===== src/rtl/irda_mir_tx_framer.sv =====
// MIR transmit framer: STA flags, zero-bit-stuffed payload, STO flags.
// Define IRDA_MIR_TX_CRC_EN to append a stuffed, complemented CRC-16 FCS.
module irda_mir_tx_framer #(
  parameter int STA_FLAGS = 2,
  parameter int STO_FLAGS = 1
) (
  input  logic       clk,
  input  logic       wb_rst_n,
  input  logic       mir_txbit_enable,
  input  logic       tx_start,
  input  logic [7:0] tx_data,
  input  logic       tx_data_valid,
  input  logic       tx_last,
  output logic       tx_data_ack,
  output logic       tx_o,
  output logic       tx_busy,
  output logic       tx_done,
  output logic       tx_underrun
);

  typedef enum logic [2:0] {
    S_IDLE,
    S_STA,
    S_DATA,
    S_STUFF,
    S_STO,
    S_ABORT
`ifdef IRDA_MIR_TX_CRC_EN
    , S_FCS
`endif
  } state_e;

  localparam logic [7:0] FLAG  = 8'h7E;
  localparam logic [3:0] STA_N = 4'(STA_FLAGS);
  localparam logic [3:0] STO_N = 4'(STO_FLAGS);

`ifdef IRDA_MIR_TX_CRC_EN
  localparam state_e      S_POST = S_FCS;
  localparam logic [15:0] POLY   = 16'h8408;
`else
  localparam state_e      S_POST = S_STO;
`endif

  state_e     state_q, state_d;
  logic [2:0] bit_cnt_q, bit_cnt_d;
  logic [3:0] flag_cnt_q, flag_cnt_d;
  logic [2:0] ones_q, ones_d, ones_inc;
  logic [7:0] sh_q, sh_d;
  logic       last_q, last_d;
  logic       tx_o_q, tx_o_d;
  logic       ack_q, ack_d;
  logic       done_q, done_d;
  logic       und_q, und_d;
`ifdef IRDA_MIR_TX_CRC_EN
  logic [15:0] crc_q, crc_d;
  logic [4:0]  fcs_cnt_q, fcs_cnt_d;
  logic        crc_fb;
`endif

  always_ff @(posedge clk or negedge wb_rst_n) begin
    if (!wb_rst_n) begin
      state_q    <= S_IDLE;
      bit_cnt_q  <= '0;
      flag_cnt_q <= '0;
      ones_q     <= '0;
      sh_q       <= '0;
      last_q     <= 1'b0;
      tx_o_q     <= 1'b0;
      ack_q      <= 1'b0;
      done_q     <= 1'b0;
      und_q      <= 1'b0;
`ifdef IRDA_MIR_TX_CRC_EN
      crc_q      <= '1;
      fcs_cnt_q  <= '0;
`endif
    end else begin
      state_q    <= state_d;
      bit_cnt_q  <= bit_cnt_d;
      flag_cnt_q <= flag_cnt_d;
      ones_q     <= ones_d;
      sh_q       <= sh_d;
      last_q     <= last_d;
      tx_o_q     <= tx_o_d;
      ack_q      <= ack_d;
      done_q     <= done_d;
      und_q      <= und_d;
`ifdef IRDA_MIR_TX_CRC_EN
      crc_q      <= crc_d;
      fcs_cnt_q  <= fcs_cnt_d;
`endif
    end
  end

  // Bit emitted on this enabled edge plus the one-clk pulses.
  always_comb begin
    tx_o_d = tx_o_q;
    ack_d  = 1'b0;
    done_d = 1'b0;
    und_d  = 1'b0;
    if (mir_txbit_enable) begin
      unique case (state_q)
        S_IDLE:  tx_o_d = 1'b0;
        S_STA:   tx_o_d = FLAG[bit_cnt_q];
        S_DATA: begin
          if (bit_cnt_q != 3'd0) begin
            tx_o_d = sh_q[0];
          end else if (tx_data_valid) begin
            tx_o_d = tx_data[0];
            ack_d  = 1'b1;
          end else begin
            tx_o_d = 1'b1;
            und_d  = 1'b1;
          end
        end
        S_STUFF: tx_o_d = 1'b0;
        S_STO: begin
          if (flag_cnt_q == STO_N) begin
            tx_o_d = 1'b0;
            done_d = 1'b1;
          end else begin
            tx_o_d = FLAG[bit_cnt_q];
          end
        end
        S_ABORT: tx_o_d = (flag_cnt_q == 4'd0);
`ifdef IRDA_MIR_TX_CRC_EN
        S_FCS:   tx_o_d = ~crc_q[0];
`endif
        default: tx_o_d = 1'b0;
      endcase
    end
  end

  always_comb begin
    state_d    = state_q;
    bit_cnt_d  = bit_cnt_q;
    flag_cnt_d = flag_cnt_q;
    ones_d     = ones_q;
    sh_d       = sh_q;
    last_d     = last_q;
    ones_inc   = tx_o_d ? 3'(ones_q + 3'd1) : 3'd0;
`ifdef IRDA_MIR_TX_CRC_EN
    crc_d      = crc_q;
    fcs_cnt_d  = fcs_cnt_q;
    crc_fb     = crc_q[0] ^ tx_o_d;
`endif
    unique case (state_q)
      S_IDLE: begin
        if (tx_start) begin
          state_d    = S_STA;
          bit_cnt_d  = '0;
          flag_cnt_d = '0;
          ones_d     = '0;
          last_d     = 1'b0;
`ifdef IRDA_MIR_TX_CRC_EN
          crc_d      = '1;
          fcs_cnt_d  = '0;
`endif
        end
      end
      S_STA: begin
        if (mir_txbit_enable) begin
          bit_cnt_d = bit_cnt_q + 3'd1;
          if (bit_cnt_q == 3'd7) begin
            if ((flag_cnt_q + 4'd1) == STA_N) begin
              state_d    = S_DATA;
              flag_cnt_d = '0;
              ones_d     = '0;
            end else begin
              flag_cnt_d = flag_cnt_q + 4'd1;
            end
          end
        end
      end
      S_DATA: begin
        if (mir_txbit_enable) begin
          if (bit_cnt_q == 3'd0 && !tx_data_valid) begin
            state_d    = S_ABORT;
            bit_cnt_d  = 3'd1;
            flag_cnt_d = '0;
          end else begin
            if (bit_cnt_q == 3'd0) begin
              sh_d   = {1'b0, tx_data[7:1]};
              last_d = tx_last;
            end else begin
              sh_d   = {1'b0, sh_q[7:1]};
            end
            bit_cnt_d = bit_cnt_q + 3'd1;
            ones_d    = ones_inc;
`ifdef IRDA_MIR_TX_CRC_EN
            crc_d = {1'b0, crc_q[15:1]} ^ (crc_fb ? POLY : 16'h0000);
`endif
            if (ones_inc == 3'd5) begin
              state_d = S_STUFF;
            end else if (bit_cnt_q == 3'd7) begin
              state_d = last_q ? S_POST : S_DATA;
            end
          end
        end
      end
      S_STUFF: begin
        if (mir_txbit_enable) begin
          ones_d = '0;
`ifdef IRDA_MIR_TX_CRC_EN
          if (fcs_cnt_q == 5'd16) state_d = S_STO;
          else if (fcs_cnt_q != 5'd0) state_d = S_FCS;
          else if (bit_cnt_q == 3'd0 && last_q) state_d = S_POST;
          else state_d = S_DATA;
`else
          if (bit_cnt_q == 3'd0 && last_q) state_d = S_POST;
          else state_d = S_DATA;
`endif
        end
      end
      S_STO: begin
        if (mir_txbit_enable) begin
          if (flag_cnt_q == STO_N) begin
            state_d    = S_IDLE;
            flag_cnt_d = '0;
          end else begin
            bit_cnt_d = bit_cnt_q + 3'd1;
            if (bit_cnt_q == 3'd7) flag_cnt_d = flag_cnt_q + 4'd1;
          end
        end
      end
      S_ABORT: begin
        if (mir_txbit_enable) begin
          if (flag_cnt_q != 4'd0) begin
            state_d    = S_IDLE;
            bit_cnt_d  = '0;
            flag_cnt_d = '0;
          end else begin
            bit_cnt_d = bit_cnt_q + 3'd1;
            if (bit_cnt_q == 3'd7) flag_cnt_d = 4'd1;
          end
        end
      end
`ifdef IRDA_MIR_TX_CRC_EN
      S_FCS: begin
        if (mir_txbit_enable) begin
          crc_d     = {1'b0, crc_q[15:1]};
          fcs_cnt_d = fcs_cnt_q + 5'd1;
          ones_d    = ones_inc;
          if (ones_inc == 3'd5) state_d = S_STUFF;
          else if (fcs_cnt_q == 5'd15) state_d = S_STO;
        end
      end
`endif
      default: state_d = S_IDLE;
    endcase
  end

  assign tx_o        = tx_o_q;
  assign tx_data_ack = ack_q;
  assign tx_done     = done_q;
  assign tx_underrun = und_q;
  assign tx_busy     = (state_q != S_IDLE);

endmodule


===== config.mk =====
export PLATFORM = sky130hd
export DESIGN_NAME = irda_mir_tx_framer
export DESIGN_NICKNAME = d
export VERILOG_FILES = /design/src/rtl/irda_mir_tx_framer.sv
export SDC_FILE = /design/constraint.sdc
export NUM_CORES = 1
export LEC_CHECK = 0
export BUFFER_PORTS_ARGS = -buffer_cell sky130_fd_sc_hd__buf_4
export CORE_MARGIN = 4
export CORE_UTILIZATION = 45
export CTS_CLUSTER_DIAMETER = 100
export DETAILED_ROUTE_END_ITERATION = 7
export PLACE_DENSITY = 0.7
export SKIP_LAST_GASP = 1
export SYNTH_ARGS = -nofsm -noshare
export SYNTH_HDL_FRONTEND = slang
export SYNTH_SLANG_ARGS = --single-unit

===== constraint.sdc =====
create_clock -name clk -period 4.4 [get_ports clk]
set_input_delay 0.44 -clock clk [delete_from_list [all_inputs] [get_ports clk]]
set_output_delay 0.44 -clock clk [all_outputs]
set_load 0.005 [all_outputs]

* Word-level counts from Yosys, hierarchy flattened
Memory sizes are Yosys's and may differ from the RTL's.
Cells that the tools add are included.
** Storage, ports and cells
- Register bits after elaboration :: 26
- Memory bits (read-only) :: 8
- Output and inout bits :: 5
- Word-level logic and storage cells :: 129
- Memories kept :: 1
** Memory list
- (name not given) :: depth 8, bits a word 1, read ports 1, clocked after memory_dff 0, write ports 0, line 121 : tx_o_d = FLAG[bit_cnt_q];
** Operators by class
- Add/sub/neg operators :: 3
- Order comparisons :: 1
- Equality and inequality tests :: 26
- Multiplexer cells :: 69
- Bitwise logic cells :: 1
- Reduce and logical (&&, ||, !) cells :: 18
** Operators by type and width (number)
- $mux 3 :: 30
- $mux 4 :: 12
- $ne 2x2->1 const B :: 14
- $mux 1 :: 20
- $pmux 4 s5 :: 1
- $pmux 3 s6 :: 1
- $pmux 3 s5 :: 1
- $eq 3x3->1 const B :: 4
- $pmux 3 s4 :: 1
- $reduce_and 11->1 :: 1
- $reduce_and 10->1 :: 1
- $reduce_and 8->1 :: 1
- $reduce_bool 4->1 :: 2
- $mux 7 :: 1
- $reduce_and 7->1 :: 1
- $add 3x1->3 const B :: 2
- $eq 3x2->1 const B :: 2
- $logic_not 3->1 :: 2
- $ne 3x3->1 const B :: 2
- $reduce_bool 3->1 :: 2
- $reduce_and 5->1 :: 1
- $reduce_bool 5->1 :: 1
- $add 4x1->4 const B :: 1
- $eq 4x1->1 const B :: 1
- 12 further kinds :: 13

* Logic depth before layout (Yosys ltp)
Gate-level depths: netlist (run 1).
- Depth after elaboration :: 11
- Mapped depth :: 9

* Least setup slack after synthesis (run 1)
OpenSTA, ideal clock, no wires.
- Path kind :: flip-flop to flip-flop
- Start point :: register bit_cnt_q[0]
- End point :: register state_q[1]
- Library setup time :: 125 ps
- Arrival :: 2001 ps
- Required time :: 4275 ps
- Slack :: 2274 ps
- Stages on the path, launching flop included :: 10
- Buffers on the path :: 1
- Period minus slack after synthesis :: 2126 ps
- Cell sequence :: dfrtp_1 inv_1 ha_1 or3b_1 buf_4 nand2_1 a2111o_1 a31oi_1 nor4_4 mux2_4
** Between the ends
- Word-level cells in the longest chain between the ends :: 11
- Elaborated cells on any way between the ends :: 22
** Ends and longest elaborated chain
- start, declared :: line 45 : logic [2:0] bit_cnt_q, bit_cnt_d;
- start signal, assigned :: line 78 : bit_cnt_q <= bit_cnt_d;
- $mem_v2 8x1
- $mux 1 (implied by the code) :: line 121
- $mux 1 :: line 117 : if (flag_cnt_q == STO_N) begin
- $pmux 1 s4 :: line 101 : unique case (state_q)
- $mux 1 :: line 100 : if (mir_txbit_enable) begin
- $mux 3 :: line 140 : ones_inc = tx_o_d ? 3'(ones_q + 3'd1) : 3'd0;
- $eq 3x3->1 :: line 192 : if (ones_inc == 3'd5) begin
- $mux 3 :: line 192
- $mux 3 :: line 176 : if (bit_cnt_q == 3'd0 && !tx_data_valid) begin
- $mux 3 :: line 175 : if (mir_txbit_enable) begin
- $pmux 3 s6 :: line 146 : unique case (state_q)
- end signal, assigned :: line 77 : state_q <= state_d;
- end, declared :: line 44 : state_e state_q, state_d;
Several ways; a longest one is shown, not always the timed one. The select of a mux whose other input is x is not followed.
A chain may end at the register's enable or synchronous reset.

* Worst setup path in the final report (run 1)
Ends and elaborated chain as after synthesis.

==> results.ini, run 1 <==
[floorplan]
die_x_um=70.9
ios=19
die-area_mm2=0.00502
die_y_um=70.9
rows=22
core_area_mm2=0.00374
start_util_pct=47.5

[sta]
hold_viol_final=0
finalSetupTns_ns=0
rsz0062_at_grt=no
finalSetupViolCount=0
maxSlewHeadroom_pct=49.3
tightest_slew_ns=0.756
period_share_pct=56.9
drv_slew=0
fmax_mhz=400
period_needed_ns=2.50
fin_skew_ns=0.00987

[final_layout]
final_nets=246
area_delta_synth_final_pct=10.5
antenna_cells=0
n_fill_cell=371
final_area_mm2=0.00197
drive_gt1_share_pct=15.8

[critical_path]
worst-path-buf-inv=1
cp_data_arrival_time_ns=2.67
crit_path_cell_trace=inv_1 > ha_1 > nor2b_1 > o211ai_2 > nand2_1 > a31oi_1 > nor4_4 > mux2_4
cp_slowest_cell=nor2b_1
slowest_delay_ns=0.57
critPathRequiredTime_ns=4.57
cp_max_fo=10
path_delay_family=simple AND/OR/NAND/NOR gates
worstSetupStartpointType=flop
worstSetupPathType=reg -> reg
cp-end-kind=flop

[global_route]
grt_max_degree=26
grt_pass1_wl_mm=6.86
grtUsageTotal_pct=16.5
antenna_found_initial=0
grt_overflow=0
grt_pass1_vias=1456

[placement]
portBuffers=18
dp_hpwl_mm=2.96
place_area_mm2=0.00192
gp_congestion=0.914

[hold_path]
min_path_type=in -> async

[clocking]
clock_latency_ns=0.28
htreeDepth=1
cts_buffer_depth=2
holdBufCountCts=0
path_clk_slew_ns=0.10
clkSinkCount=25
cts_resized=0
clockRootBuffer=clkbuf_8
cts_tree=yes
cts-buffers-inserted=3
cts_setup_buffers=0

[yosys]
syn_inst=210
synth_top_area_share_pct=35.2
async_reset_ff_share_pct=100
synth-main-ff-cell=dfrtp_1
synthTopCellsByArea=dfrtp_1 35%, nand2_1 6.5%, ha_1 6.3%, nor2_1 5.1%, a21oi_1 3.4%
synth_edf_count=0
syn_area_mm2=0.00178
ys_seq_area_share_pct=35.2
yosys_warnings=0
yosys.area.top_type=dfrtp_1
syn-num-nets=233
synth_cell_type_count=56
synth_seq_cells=25
synth_area_per_cell_um2=8.47

[detailed_routing]
wl_per_cell_um=14.7
drt_iter0_drc=169
num_vias=1571
drc=0
antenna_left=0
wl_mm=3.96
vias_per_cell=5.82
drt-pass1-iter-count=4

[power]
p_leak_nw=0.864
ir_drop_v=0.000251
power_density_mw_per_mm2=461

[outcome]
status=finished clean

[job]
drv_cap=0

worst paths after layout:
check,startpoint,endpoint,slack [ns],cells past startpoint
setup / recovery,bit_cnt_q[0],state_q[1],1.90,8
hold / removal,wb_rst_n,ones_q[2],0.04,1
setup reg to reg,bit_cnt_q[0],state_q[1],1.90,8
hold reg to reg,sh_q[3],sh_q[2],0.54,2
max in group asynchronous,wb_rst_n,flag_cnt_q[2],4.10,1
min in group clk,tx_data[7],sh_q[6],0.39,3
cell usage after synthesis (all sizes together) (2+ instances only):
cell     count
inv         10
a22o         3
a31oi        8
nor3         3
or3b         2
buf          6
clkbuf       4
nor2        25
a21oi       13
dfrtp       25
nand4        2
nor4         2
o22ai        3
nor2b        3
o31a         2
ha           9
nand3        8
nor3b        3
nand2       31
nand4bb      2
o211ai       5
mux2         2
mux2i        4
o21ai       16
metal layers:
layer  up-vias  share of wire, %  GRT usage, %
met4         0               1.3          4.59
met1       735                47          23.8
met2        51                44          25.4
met3         6               7.1          2.84
li1        779                 -             -
met5         -                 0             0
where the power goes:
part           internal [mW]  switching (mW)
registers              0.275          0.0743
clock network         0.0665          0.0841
logic                  0.169           0.237
total                  0.511           0.395
layout make-up:
class | count | area, um^2 | share of cell area [%]
Clock inverter | 1 | 8.76 | 0.446
Multi-Input combinational cell | 165 | 1060 | 53.8
Clock buffer | 3 | 41.3 | 2.10
Inverter | 10 | 37.5 | 1.91
Timing Repair Buffer | 18 | 135 | 6.87
Sequential cell | 25 | 626 | 31.8
Tap cell | 48 | 60.1 | 3.06
metrics by stage:
step | cells | power, mW | utilization [%] | hold WS [ns] | setup WS, ns
2_1_floorplan | 210 | 0.659 | - | 0.144 | 2.27
3_3_place_gp | 266 | 0.746 | 51.2 | 0.363 | 1.95
3_5_place_dp | 266 | 0.756 | 51.2 | 0.365 | 1.89
4_1_cts | 270 | 0.907 | 52.5 | 0.0612 | 1.87
5_1_grt | 270 | 0.984 | 52.5 | 0.0622 | 1.72
6_report | 270 | 0.906 | 52.5 | 0.0432 | 1.90
kinds of logic after synthesis:
| kind of cell | synth area share, % |
|---|---|
| muxes | 3.73 |
| AOI/OAI and AO/OA | 22.6 |
| xor gates and xnor gates | 0.985 |
| buffers and inverters | 5.41 |
| adders and majority gates | 6.33 |
| DFF | 35.2 |
| and+or+nand+nor | 25.8 |
placed cells by master, fill, tap and decap left out, types with 3 or more instances in the layout:
cell type | synthesis | final
o22ai_1 | 3 | 3
o21ai_1 | 4 | 4
nor2b_1 | 3 | 3
a22o_1 | 3 | 3
a31oi_1 | 6 | 6
dfrtp_1 | 25 | 25
o211ai_1 | 4 | 4
ha_1 | 9 | 9
a21oi_1 | 12 | 12
buf_4 | 3 | 18
inv_1 | 9 | 9
clkbuf_8 | 0 | 3
nand3_1 | 8 | 8
nor2_1 | 24 | 24
nand2_1 | 31 | 31
mux2i_1 | 4 | 4
o21ai_0 | 12 | 12
state kept, by name, indices dropped and copies added (netlist names):
name and flops:
tx_o 1, last_q 1, ones_q 3, tx_underrun 1, sh_q 7, state_q 3
flag_cnt_q 4, tx_data_ack 1, bit_cnt_q 3, tx_done 1
(Power assumes the default switching activity.)
==> run 2: changes to the inputs <==
clock period = 2.55 ns   (was 4.4 ns; I/O delays follow)
==> run 2 against run 1 <==
Critical path depth did not move. Global-route usage rose by 0.31 points. Clock skew down 0.0047 ns. Routed wire length rose by 0.35%. Cell count grew 2.6%. Clock power up 68%. Power is 74% higher. Die area stayed put. Worst hold slack improved by 0.17 ns. Largest power group unchanged. Setup slack got worse by 1.7 ns.
==> results.ini, run 2 (synthesis gave the netlist of run 1 again) <==
[outcome]
status=finished clean

[sta]
finalSetupTns_ns=0  ; unchanged
tightest_slew_ns=0.515  ; -0.241 ns
rsz0062_at_grt=no
fmax_mhz=433  ; +8.4%
setup_ws_ns=0.242  ; -1.66 ns
finalSetupViolCount=0  ; unchanged
period_needed_ns=2.31  ; -0.194 ns
drv_slew=0  ; unchanged
hold_viol_final=0  ; unchanged
maxSlewHeadroom_pct=65.7  ; +16 points
fin_skew_ns=0.00513  ; -0.00474 ns
period_share_pct=90.5  ; +34 points

[detailed_routing]
drc=0  ; unchanged
wl_per_cell_um=14.4  ; -2.2%
num_vias=1599  ; +1.8%
drt_iter0_drc=102  ; -40%
antenna_left=0  ; unchanged
wl_mm=3.98  ; +0.35%
drt-pass1-iter-count=4  ; unchanged
vias_per_cell=5.77  ; -0.79%

[power]
power_switching_share_pct=42.9  ; -0.71 points
p_leak_nw=0.898  ; +3.9%
power_density_mw_per_mm2=782  ; +70%
p_comb_share_pct=47.1  ; +2.3 points
seq_power_share_pct=36.9  ; -1.7 points
internal_power_mw=0.902  ; +77%
ir_drop_v=0.000443  ; +76%
power.switching_mw=0.678  ; +72%
clkPwrFrac_pct=16.0  ; -0.6 points

[final_layout]
final_common_cell=nand2_1
multi_input_area_mm2=0.00106  ; unchanged
top_register=sh_q
drive_gt1_share_pct=17.9  ; +2.1 points
largest_reg_flops=7  ; unchanged
area_delta_synth_final_pct=13.6
final_area_mm2=0.00202  ; +2.8%
antenna_cells=0  ; unchanged
layout_common_cells=31 x nand2_1, 25 x dfrtp_1, 24 x nor2_1, 24 x buf_4
n_fill_cell=367  ; -1.1%
top_regs=sh_q (7), flag_cnt_q (4)
final_nets=253  ; +2.8%
ff_latch_area_um2=626  ; unchanged

[critical_path]
cp-end-kind=flop
path_delay_family=simple AND/OR/NAND/NOR gates
worstSetupPathType=reg -> reg
cp_data_arrival_time_ns=2.47  ; -0.20 ns
cp_max_fo=7  ; -3
worstSetupStartpointType=flop
worst-path-buf-inv=1  ; unchanged
crit_path_cell_trace=inv_1 > ha_1 > or3b_1 > nand2_1 > a2111o_1 > a31oi_1 > nor4_4 > mux2_4
critPathRequiredTime_ns=2.72  ; -1.85 ns
cp_slowest_cell=or3b_1
slowest_delay_ns=0.48  ; -0.09 ns

[clocking]
path_clk_slew_ns=0.10  ; about the same
clockRootBuffer=clkbuf_8
cts-buffers-inserted=3  ; unchanged
htreeDepth=1  ; unchanged
cts_buffer_depth=2  ; unchanged
cts_resized=0  ; unchanged
clock_latency_ns=0.28  ; about the same
cts_tree=yes
clkSinkCount=25  ; unchanged

[placement]
dp_hpwl_mm=3.09  ; +4.2%
post-place-ws_ns=0.266  ; -1.63 ns
portBuffers=18  ; unchanged
place_area_mm2=0.00196  ; +2.4%
gp_congestion=0.924  ; +1.0%

[floorplan]
die_x_um=70.9  ; unchanged
ios=19  ; unchanged
start_util_pct=47.5  ; unchanged
die-area_mm2=0.00502  ; unchanged
core_area_mm2=0.00374  ; unchanged
rows=22  ; unchanged
die_y_um=70.9  ; unchanged

[job]
drv_cap=0  ; unchanged

[global_route]
grt_pass1_wl_mm=6.89  ; +0.41%
grt_max_degree=26  ; unchanged
antenna_found_initial=0  ; unchanged
grt_pass1_vias=1451  ; -0.34%
grtUsageTotal_pct=16.8  ; +0.31 points
grt_overflow=0  ; unchanged

[hold_path]
min_path_type=in -> reg

-- run 2: cell types whose count changed in the layout (fill, tap and decap cells not counted) --
cell           before  now
buf_4              18   24
dlygate4sd3_1       0    1
-- run 2: per-layer routing --
metal  up-vias  routed length (um)  GRT usage (%)
met5         -                   0              0
met4         0                  43           5.43
met3         6                 193           2.41
met2        42                1830           25.7
met1       757                1920           24.4
li1        794                   -              -
-- run 2: worst min-delay path, cell delays in order --
cell and delay, ns:
buf_4 0.07, nand3_1 0.04, o21ai_0 0.08
-- run 2: layout make-up --
cell class	instances	share of cell area [%]
clock buffer	3	2.04
clock inverter	1	0.433
inverter	10	1.86
multi-input combinational	165	52.3
sequential	25	31.0
tap	48	2.97
timing repair buffer	25	9.41
-- run 2: path summary, 6_finish.rpt --
kind | start | endpoint | slack, ns | depth (start not counted)
min reg2reg | sh_q[4] | sh_q[3] | 0.55 | 2
max reg2reg | bit_cnt_q[0] | state_q[1] | 0.24 | 8
max | bit_cnt_q[0] | state_q[1] | 0.24 | 8
min | tx_data[7] | sh_q[6] | 0.21 | 3
min in group asynchronous | wb_rst_n | sh_q[1] | 0.41 | 2
max in group asynchronous | wb_rst_n | flag_cnt_q[1] | 1.89 | 2
-- run 2: per-stage QoR --
step           instances  utilization [%]  hold WS [ns]  total power [mW]
2_1_floorplan        210                -       -0.0406              1.14
3_3_place_gp         272             52.4         0.179              1.32
3_5_place_dp         272             52.4         0.178              1.33
4_1_cts              277             54.0         0.216              1.58
5_1_grt              277             54.0         0.227              1.73
6_report             277             54.0         0.210              1.58
-- run 2: power by group through the flow --
stage	clock network [mW]	registers, mW	logic [mW]
floorplan	0	0.546	0.590
global placement	0	0.586	0.733
detailed placement	0	0.589	0.737
CTS	0.262	0.581	0.741
global route	0.278	0.602	0.847
finish	0.253	0.583	0.744
-- run 2: timing repair --
action / in CTS / in global routing
setup endpoints to repair: 0 / 0
buffers inserted: 0 / 0
hold buffers: 1 / 0
hold endpoints to repair: 25 / 0
